`config.mk`:
```
export PLATFORM = sky130hd
export DESIGN_NAME = fetch_unit_flat
export DESIGN_NICKNAME = d
export VERILOG_FILES = /design/src/rtl/fetch_pkg.sv /design/src/rtl/fetch_if.sv /design/src/rtl/fetch_pc.sv /design/src/rtl/fetch_unit.sv /design/src/flat_wrapper.sv
export SDC_FILE = /design/constraint.sdc
export NUM_CORES = 1
export LEC_CHECK = 0
export ABC_AREA = 0
export BUFFER_PORTS_ARGS = -buffer_cell sky130_fd_sc_hd__buf_2
export CORE_AREA = 2 2 71 73
export DETAILED_ROUTE_END_ITERATION = 12
export DIE_AREA = 0 0 73 75
export PLACE_DENSITY = 0.85
export RECOVER_POWER = 50
export SLEW_MARGIN = 40
export SYNTH_ARGS = -nofsm -noshare
export SYNTH_HDL_FRONTEND = slang
export SYNTH_HIERARCHICAL = 1
export SYNTH_SLANG_ARGS = --single-unit
```
`constraint.sdc`:
```
create_clock -name clk -period 3 [get_ports clk]
set_clock_uncertainty 0.1 [all_clocks]
set_input_delay 0.6 -clock clk [delete_from_list [all_inputs] [get_ports clk]]
set_output_delay 0.6 -clock clk [all_outputs]
set_load 0.05 [all_outputs]
```
`src/rtl/fetch_pkg.sv`:
```
// Shared fetch-stage definitions: opcodes, fixed instruction words, fetch_op codes, FSM states.
// Pure declarations, no logic or latency.
// Imported by the interface, the PC sub-block and the fetch unit.
package fetch_pkg;

  localparam int DATA_W = 10;

  typedef logic [DATA_W-1:0] word_t;
  typedef logic [3:0]        opcode_t;
  typedef logic [1:0]        fop_t;
  typedef logic [1:0]        state_t;

  localparam opcode_t OP_LI   = 4'b0001;
  localparam opcode_t OP_JMP  = 4'b1000;
  localparam opcode_t OP_BEQ  = 4'b1001;
  localparam opcode_t OP_HALT = 4'b1111;

  // Words presented downstream for a bubble and for a halt
  localparam word_t NOP_WORD  = 10'b0100000000;
  localparam word_t HALT_WORD = 10'b1111000000;

  localparam fop_t FOP_VALID  = 2'b00;
  localparam fop_t FOP_BRANCH = 2'b01;
  localparam fop_t FOP_BUBBLE = 2'b10;
  localparam fop_t FOP_HALT   = 2'b11;

  localparam state_t ST_RUN    = 2'd0;
  localparam state_t ST_EXT    = 2'd1;
  localparam state_t ST_HALTED = 2'd2;

  function automatic opcode_t opcode_of(input word_t w);
    return w[9:6];
  endfunction

  // LI, JMP and BEQ carry a second word (immediate or target)
  function automatic logic is_two_word(input opcode_t op);
    return (op == OP_LI) || (op == OP_JMP) || (op == OP_BEQ);
  endfunction

  function automatic logic is_branch(input opcode_t op);
    return (op == OP_JMP) || (op == OP_BEQ);
  endfunction

endpackage

```
`src/rtl/fetch_if.sv`:
```
// Fetch-stage bus: downstream control in, instruction memory port, decode-facing outputs.
// Wires only, no latency.
// No backpressure of its own; stall/redirect arrive as plain level signals.
interface fetch_if #(
  parameter int ADDR_W = 10
);
  import fetch_pkg::*;

  logic              stall;
  logic              redirect;
  logic [ADDR_W-1:0] redirect_addr;
  logic [ADDR_W-1:0] imem_addr;
  word_t             imem_data;
  word_t             instr;
  logic [ADDR_W-1:0] instr_addr;
  word_t             imm_val;
  word_t             jmp_addr;
  logic [2:0]        read_reg1;
  logic [2:0]        read_reg2;
  logic [ADDR_W-1:0] pc_val;
  fop_t              fetch_op;

  // Fetch unit side
  modport master (
    input  stall, redirect, redirect_addr, imem_data,
    output imem_addr, instr, instr_addr, imm_val, jmp_addr,
           read_reg1, read_reg2, pc_val, fetch_op
  );

  // Memory / pipeline side
  modport slave (
    output stall, redirect, redirect_addr, imem_data,
    input  imem_addr, instr, instr_addr, imm_val, jmp_addr,
           read_reg1, read_reg2, pc_val, fetch_op
  );

endinterface

```
`src/rtl/fetch_pc.sv`:
```
// Program counter register with wrap-around increment, hold and redirect load.
// PC updates one cycle after the controls; pc_inc_o is combinational from the register.
// hold_i freezes the PC; redirect_i overrides hold; rst overrides both.
module fetch_pc #(
  parameter int                ADDR_W   = 10,
  parameter logic [ADDR_W-1:0] RESET_PC = 10'h000
) (
  input  logic              clk,
  input  logic              rst,
  input  logic              hold_i,
  input  logic              redirect_i,
  input  logic [ADDR_W-1:0] redirect_addr_i,
  output logic [ADDR_W-1:0] pc_o,
  output logic [ADDR_W-1:0] pc_inc_o
);

  logic [ADDR_W-1:0] pc_q;
  logic [ADDR_W-1:0] pc_d;

  // Natural ADDR_W-bit overflow gives the modulo wrap
  assign pc_inc_o = pc_q + 1'b1;
  assign pc_o     = pc_q;

  // Next PC: redirect target, else held, else sequential
  always_comb begin
    pc_d = pc_q;
    if (redirect_i) begin
      pc_d = redirect_addr_i;
    end else if (!hold_i) begin
      pc_d = pc_inc_o;
    end
  end

  // PC register with synchronous reset
  always_ff @(posedge clk) begin
    if (rst) begin
      pc_q <= RESET_PC;
    end else begin
      pc_q <= pc_d;
    end
  end

endmodule

```
`src/rtl/fetch_unit.sv`:
```
// Instruction fetch: assembles one/two-word instructions and drives the fetch/decode register inputs.
// Outputs are combinational from state and the same-cycle imem word; two-word ops cost one bubble.
// stall freezes PC/state and emits bubbles; redirect overrides stall and restarts fetch at the target.
module fetch_unit
  import fetch_pkg::*;
#(
  parameter int                ADDR_W   = 10,
  parameter logic [ADDR_W-1:0] RESET_PC = 10'h000
) (
  input  logic     clk,
  input  logic     rst,
  fetch_if.master  bus
);

  logic [ADDR_W-1:0] pc;
  logic [ADDR_W-1:0] pc_inc;
  logic              pc_hold;

  state_t            state_q, state_d;
  word_t             lat_word_q, lat_word_d;
  logic [ADDR_W-1:0] lat_addr_q, lat_addr_d;

  opcode_t           cur_op;
  opcode_t           lat_op;

  word_t             instr;
  logic [ADDR_W-1:0] instr_addr;
  word_t             imm_val;
  word_t             jmp_addr;
  logic [ADDR_W-1:0] pc_val;
  fop_t              fetch_op;
  logic              regs_en;

  assign cur_op = opcode_of(bus.imem_data);
  assign lat_op = opcode_of(lat_word_q);

  // The PC stops on stall, on a HALT being fetched, and while halted
  assign pc_hold = bus.stall
                 || (state_q == ST_HALTED)
                 || ((state_q == ST_RUN) && (cur_op == OP_HALT));

  fetch_pc #(
    .ADDR_W   (ADDR_W),
    .RESET_PC (RESET_PC)
  ) u_pc (
    .clk             (clk),
    .rst             (rst),
    .hold_i          (pc_hold),
    .redirect_i      (bus.redirect),
    .redirect_addr_i (bus.redirect_addr),
    .pc_o            (pc),
    .pc_inc_o        (pc_inc)
  );

  // FSM and first-word latch next state; redirect drops any half-fetched instruction
  always_comb begin
    state_d    = state_q;
    lat_word_d = lat_word_q;
    lat_addr_d = lat_addr_q;
    if (bus.redirect) begin
      state_d    = ST_RUN;
      lat_word_d = '0;
      lat_addr_d = '0;
    end else if (!bus.stall) begin
      case (state_q)
        ST_RUN: begin
          if (is_two_word(cur_op)) begin
            state_d    = ST_EXT;
            lat_word_d = bus.imem_data;
            lat_addr_d = pc;
          end else if (cur_op == OP_HALT) begin
            state_d = ST_HALTED;
          end
        end
        ST_EXT:    state_d = ST_RUN;
        ST_HALTED: state_d = ST_HALTED;
        default:   state_d = ST_RUN;
      endcase
    end
  end

  // State and latch registers with synchronous reset
  always_ff @(posedge clk) begin
    if (rst) begin
      state_q    <= ST_RUN;
      lat_word_q <= '0;
      lat_addr_q <= '0;
    end else begin
      state_q    <= state_d;
      lat_word_q <= lat_word_d;
      lat_addr_q <= lat_addr_d;
    end
  end

  // Output mux: bubble unless running unstalled and unredirected out of reset
  always_comb begin
    instr      = NOP_WORD;
    instr_addr = '0;
    imm_val    = '0;
    jmp_addr   = '0;
    pc_val     = '0;
    fetch_op   = FOP_BUBBLE;
    regs_en    = 1'b0;
    if (!rst && !bus.redirect && !bus.stall) begin
      case (state_q)
        ST_RUN: begin
          if (cur_op == OP_HALT) begin
            instr      = HALT_WORD;
            instr_addr = pc;
            fetch_op   = FOP_HALT;
          end else if (!is_two_word(cur_op)) begin
            instr      = bus.imem_data;
            instr_addr = pc;
            pc_val     = pc_inc;
            fetch_op   = FOP_VALID;
            regs_en    = 1'b1;
          end
        end
        ST_EXT: begin
          instr      = lat_word_q;
          instr_addr = lat_addr_q;
          imm_val    = (lat_op == OP_LI) ? bus.imem_data : '0;
          jmp_addr   = is_branch(lat_op) ? bus.imem_data : '0;
          pc_val     = pc_inc;
          fetch_op   = is_branch(lat_op) ? FOP_BRANCH : FOP_VALID;
          regs_en    = 1'b1;
        end
        ST_HALTED: begin
          instr      = HALT_WORD;
          instr_addr = pc;
          fetch_op   = FOP_HALT;
        end
        default: ;
      endcase
    end
  end

  assign bus.imem_addr  = pc;
  assign bus.instr      = instr;
  assign bus.instr_addr = instr_addr;
  assign bus.imm_val    = imm_val;
  assign bus.jmp_addr   = jmp_addr;
  assign bus.pc_val     = pc_val;
  assign bus.fetch_op   = fetch_op;
  assign bus.read_reg1  = regs_en ? instr[5:3] : 3'd0;
  assign bus.read_reg2  = regs_en ? instr[2:0] : 3'd0;

endmodule

```
`src/flat_wrapper.sv`:
```
// flat-port wrapper written by rule: the top's interface ports become plain ports
module fetch_unit_flat import fetch_pkg::*;
#(
  parameter int                ADDR_W   = 10,
  parameter logic [ADDR_W-1:0] RESET_PC = 10'h000
)
  (clk, rst, bus_stall, bus_redirect, bus_redirect_addr, bus_imem_data, bus_imem_addr, bus_instr, bus_instr_addr, bus_imm_val, bus_jmp_addr, bus_read_reg1, bus_read_reg2, bus_pc_val, bus_fetch_op);
  fetch_if #(.ADDR_W(ADDR_W)) bus_i ();
  input  logic clk;
  input  logic rst;
  input wire logic [$bits(bus_i.stall)-1:0] bus_stall;
  input wire logic [$bits(bus_i.redirect)-1:0] bus_redirect;
  input wire logic [$bits(bus_i.redirect_addr)-1:0] bus_redirect_addr;
  input wire logic [$bits(bus_i.imem_data)-1:0] bus_imem_data;
  output wire logic [$bits(bus_i.imem_addr)-1:0] bus_imem_addr;
  output wire logic [$bits(bus_i.instr)-1:0] bus_instr;
  output wire logic [$bits(bus_i.instr_addr)-1:0] bus_instr_addr;
  output wire logic [$bits(bus_i.imm_val)-1:0] bus_imm_val;
  output wire logic [$bits(bus_i.jmp_addr)-1:0] bus_jmp_addr;
  output wire logic [$bits(bus_i.read_reg1)-1:0] bus_read_reg1;
  output wire logic [$bits(bus_i.read_reg2)-1:0] bus_read_reg2;
  output wire logic [$bits(bus_i.pc_val)-1:0] bus_pc_val;
  output wire logic [$bits(bus_i.fetch_op)-1:0] bus_fetch_op;
  assign bus_i.stall = bus_stall;
  assign bus_i.redirect = bus_redirect;
  assign bus_i.redirect_addr = bus_redirect_addr;
  assign bus_i.imem_data = bus_imem_data;
  assign bus_imem_addr = bus_i.imem_addr;
  assign bus_instr = bus_i.instr;
  assign bus_instr_addr = bus_i.instr_addr;
  assign bus_imm_val = bus_i.imm_val;
  assign bus_jmp_addr = bus_i.jmp_addr;
  assign bus_read_reg1 = bus_i.read_reg1;
  assign bus_read_reg2 = bus_i.read_reg2;
  assign bus_pc_val = bus_i.pc_val;
  assign bus_fetch_op = bus_i.fetch_op;
  fetch_unit #(.ADDR_W(ADDR_W), .RESET_PC(RESET_PC)) u_core (.clk(clk), .rst(rst), .bus(bus_i));
endmodule
```
==> flow_metrics.tcl <==
set metrics [dict create \
    status "complete, no violations" \
    drive_above_1_share_pct 26.2 \
    die_area_um2 5480 \
    clock_path_buffers 2 \
    synth_compound_area_share_pct 15.0 \
    place_inst 459 \
    avgSynthCellArea_um2 7.28 \
    swShare_pct 32.3 \
    timing.rr.end "u_core/lat_word_q[8]" \
    met3_length_um 427 \
    core_um2 4660 \
    crit_type "flop to output port" \
    cts_root_buf "clkbuf_8" \
    die_w_um 73 \
    htree_levels 2 \
    synth_common_cells "nand2_1, dfxtp_1, nand3_1" \
    hp-start "u_core/lat_word_q[4]" \
    async_reset_ff_share_pct 0 \
    cts_buffers 5 \
    synth_top_area_share_pct 26.8 \
    grt_pass1_wl_mm 10.5 \
    post_drt_wl_per_cell_um 14.3 \
    r2r-start "u_core/state_q[0]" \
    synthToLayoutAreaGrowth_pct 23.7 \
    synth_fp_nets 353 \
    row_count 25 \
    finalCritPeriodShare_pct 93.5 \
    clk_pin_slew_ns 0.07 \
    clk_latency_ns 0.29 \
    grtUsageTotal_pct 24.5 \
    slew_headroom_pct 18.3 \
    avgViaCountPerCell 5.83 \
    syn_area_um2 2390 \
    antenna-diode-count 0 \
    final.setup.worst_slack_ns 0.194 \
    p_seq_share_pct 41.2 \
    first_pass_iters 5 \
    cts_tree "built" \
    io-pin-count 92 \
    antenna_left 0 \
    ys_warn_count 6 \
    worstSetupStartpointType "flop" \
    post-route-min-period_ns 2.81 \
    muxShareOfSynthArea_pct 8.02 \
    rrSetupSlack_ns 0.51 \
    synth-main-ff-cell "dfxtp_1" \
    hpwlAfterDp_mm 4.77 \
    synth_cell_types 53 \
    dp_slack_ns 0.318 \
    post_dp_cell_area_um2 2880 \
    drt_iter0_drc 171 \
    worst_pin_slew_ns 1.22 \
    dieHeight_um 75 \
    cts_resized 0 \
    io_buffers 91 \
    drt-met1-wl_mm 2.97 \
    postCtsSetupRepairBufs 0 \
    synth-simple-area-share_pct 39.2 \
    p_clk_share_pct 36.9 \
    initial_utilization_pct 51.2 \
    cellLeakagePower_nw 1.39 \
    cts-hold-fix-buffers 0 \
    net-switching-power_uw 360 \
    slew_viol_final 0 \
    finalHoldViolations 0 \
    peakVddDrop_uv 226 \
    clock_sinks 32 \
    grt_pass1_vias 2328 \
    crit_arrival_ns 2.11 \
    stdcell_count 467 \
    seq_area_frac_synth_pct 26.8 \
    gp_congestion 0.900 \
    post_synth_xor_area_fraction_pct 3.67 \
    wl_met2_mm 3.17 \
    hold_path.class "flop to flop" \
    synth_fa_ha_area_share_pct 0.524 \
    top_layer "met4" \
    synth_top_family_by_area "simple AND/OR/NAND/NOR gates" \
    antenna_found_initial 0 \
    powerDensity_nw_per_um2 377 \
    comb_power_share_pct 21.9 \
    grt_max_degree 41 \
    drc 0 \
    postRouteWirelength_mm 6.66 \
    crit_fanout 18 \
    reg2reg_depth 4 \
    grt_setup_unrepaired "false" \
    cp-end-kind "output port" \
    vias 2722 \
    synth_edf_count 0 \
    gr-total-overflow 0 \
    whs_path_depth 2 \
    yosys.cell_count.top_type "nand2_1" \
    whs_ns 0.363 \
    layout.nets 437 \
    synth_area_leaders "dfxtp_1, nand2_1, mux2i_1, nand3_1, and2_1" \
    required_ns 2.30 \
    yosysTopAreaCell "dfxtp_1" \
    setup_violations 0 \
    ys_seq_elements 32 \
    fmax_mhz 356 \
    synth_cells 328 \
    final_area_um2 2950 \
    internal_power_uw 753 \
    holdPathEnd "u_core/lat_word_q[4]" \
    power_mw 1.11 \
    cap_violations 0 \
]
==> per-stage QoR <==
| step | TNS (ns) | utilization [%] |
|---|---|---|
| 2_1_floorplan | -0.305 | - |
| 3_3_place_gp | 0 | 61.6 |
| 3_5_place_dp | 0 | 61.7 |
| 4_1_cts | 0 | 64.0 |
| 5_1_grt | 0 | 63.4 |
| 6_report | 0 | 63.4 |
==> state kept, by name, indices dropped and copies added, names as in the netlist <==
signal	cells
u_core/lat_addr_q	10
u_core/lat_word_q	10
u_core/u_pc/pc_o	10
u_core/state_q	2
==> worst max-delay path, stage by stage, from the launching register on <==
cell and delay, ns:
dfxtp_1 0.44, buf_4 0.25, clkinv_1 0.49, o311ai_0 0.26
a21oi_1 0.14, buf_2 0.23
==> logic make-up after synthesis <==
family,after synthesis
xor gates and xnor gates,10
DFF,32
AOI/OAI and AO/OA,56
muxes,19
buffers and inverters,32
adders and majority gates,1
and+or+nand+nor,178
==> power by group through the flow <==
stage	Clock, mW	Combinational [mW]	Sequential [mW]
after global routing	0.435	0.263	0.460
after floorplan	0	0.143	0.497
after detailed placement	0	0.247	0.468
final	0.410	0.244	0.459
after CTS	0.416	0.248	0.458
after global placement	0	0.242	0.467
==> routing by layer <==
metal	track usage [%]	vias up
li1	-	1315
met1	30.4	1276
met2	42.1	120
met3	5.22	11
met4	8.64	0
met5	0	-
==> how the worst max path moves through the flow <==
stage               slack, ns               from                   to
CTS                      0.21  u_core/state_q[0]    bus_instr_addr[9]
finish                   0.19  u_core/state_q[0]    bus_instr_addr[9]
global route             0.05  u_core/state_q[0]    bus_instr_addr[6]
floorplan               -0.06   bus_imem_data[6]         bus_instr[0]
detailed placement       0.32       bus_redirect      bus_jmp_addr[5]
global placement         0.37   bus_imem_data[9]  u_core/u_pc/pc_o[1]
==> layout by cell type (no fill, tap or decap), types with 3 or more instances in the layout <==
cell | netlist | layout
a311oi_1 | 4 | 4
dfxtp_1 | 32 | 32
nand2b_1 | 3 | 3
and2_1 | 20 | 20
buf_2 | 7 | 74
clkbuf_2 | 2 | 5
buf_4 | 6 | 11
a21oi_1 | 5 | 5
o21ai_0 | 18 | 19
xnor2_1 | 5 | 5
clkbuf_1 | 10 | 15
o21ai_1 | 8 | 7
inv_1 | 4 | 4
or4_1 | 4 | 4
a211oi_1 | 6 | 6
nor2b_1 | 3 | 3
clkbuf_8 | 0 | 5
o211ai_1 | 3 | 3
xor2_1 | 5 | 5
nand4_1 | 3 | 3
nor2_1 | 26 | 25
or3_1 | 4 | 4
nor3_1 | 4 | 3
nand2_1 | 57 | 57
nand3_1 | 32 | 33
mux2i_1 | 18 | 18
or2_2 | 3 | 3
nand3b_1 | 4 | 4
==> final cells by class <==
type,instances,area [um^2]
Sequential cell,32,641
Timing Repair Buffer,104,531
Fill cell,431,1710
Tap cell,54,67.6
Inverter,5,18.8
Clock buffer,6,72.6
Clock inverter,2,35.0
Multi-Input combinational cell,264,1590
(Power assumes the default switching activity.)
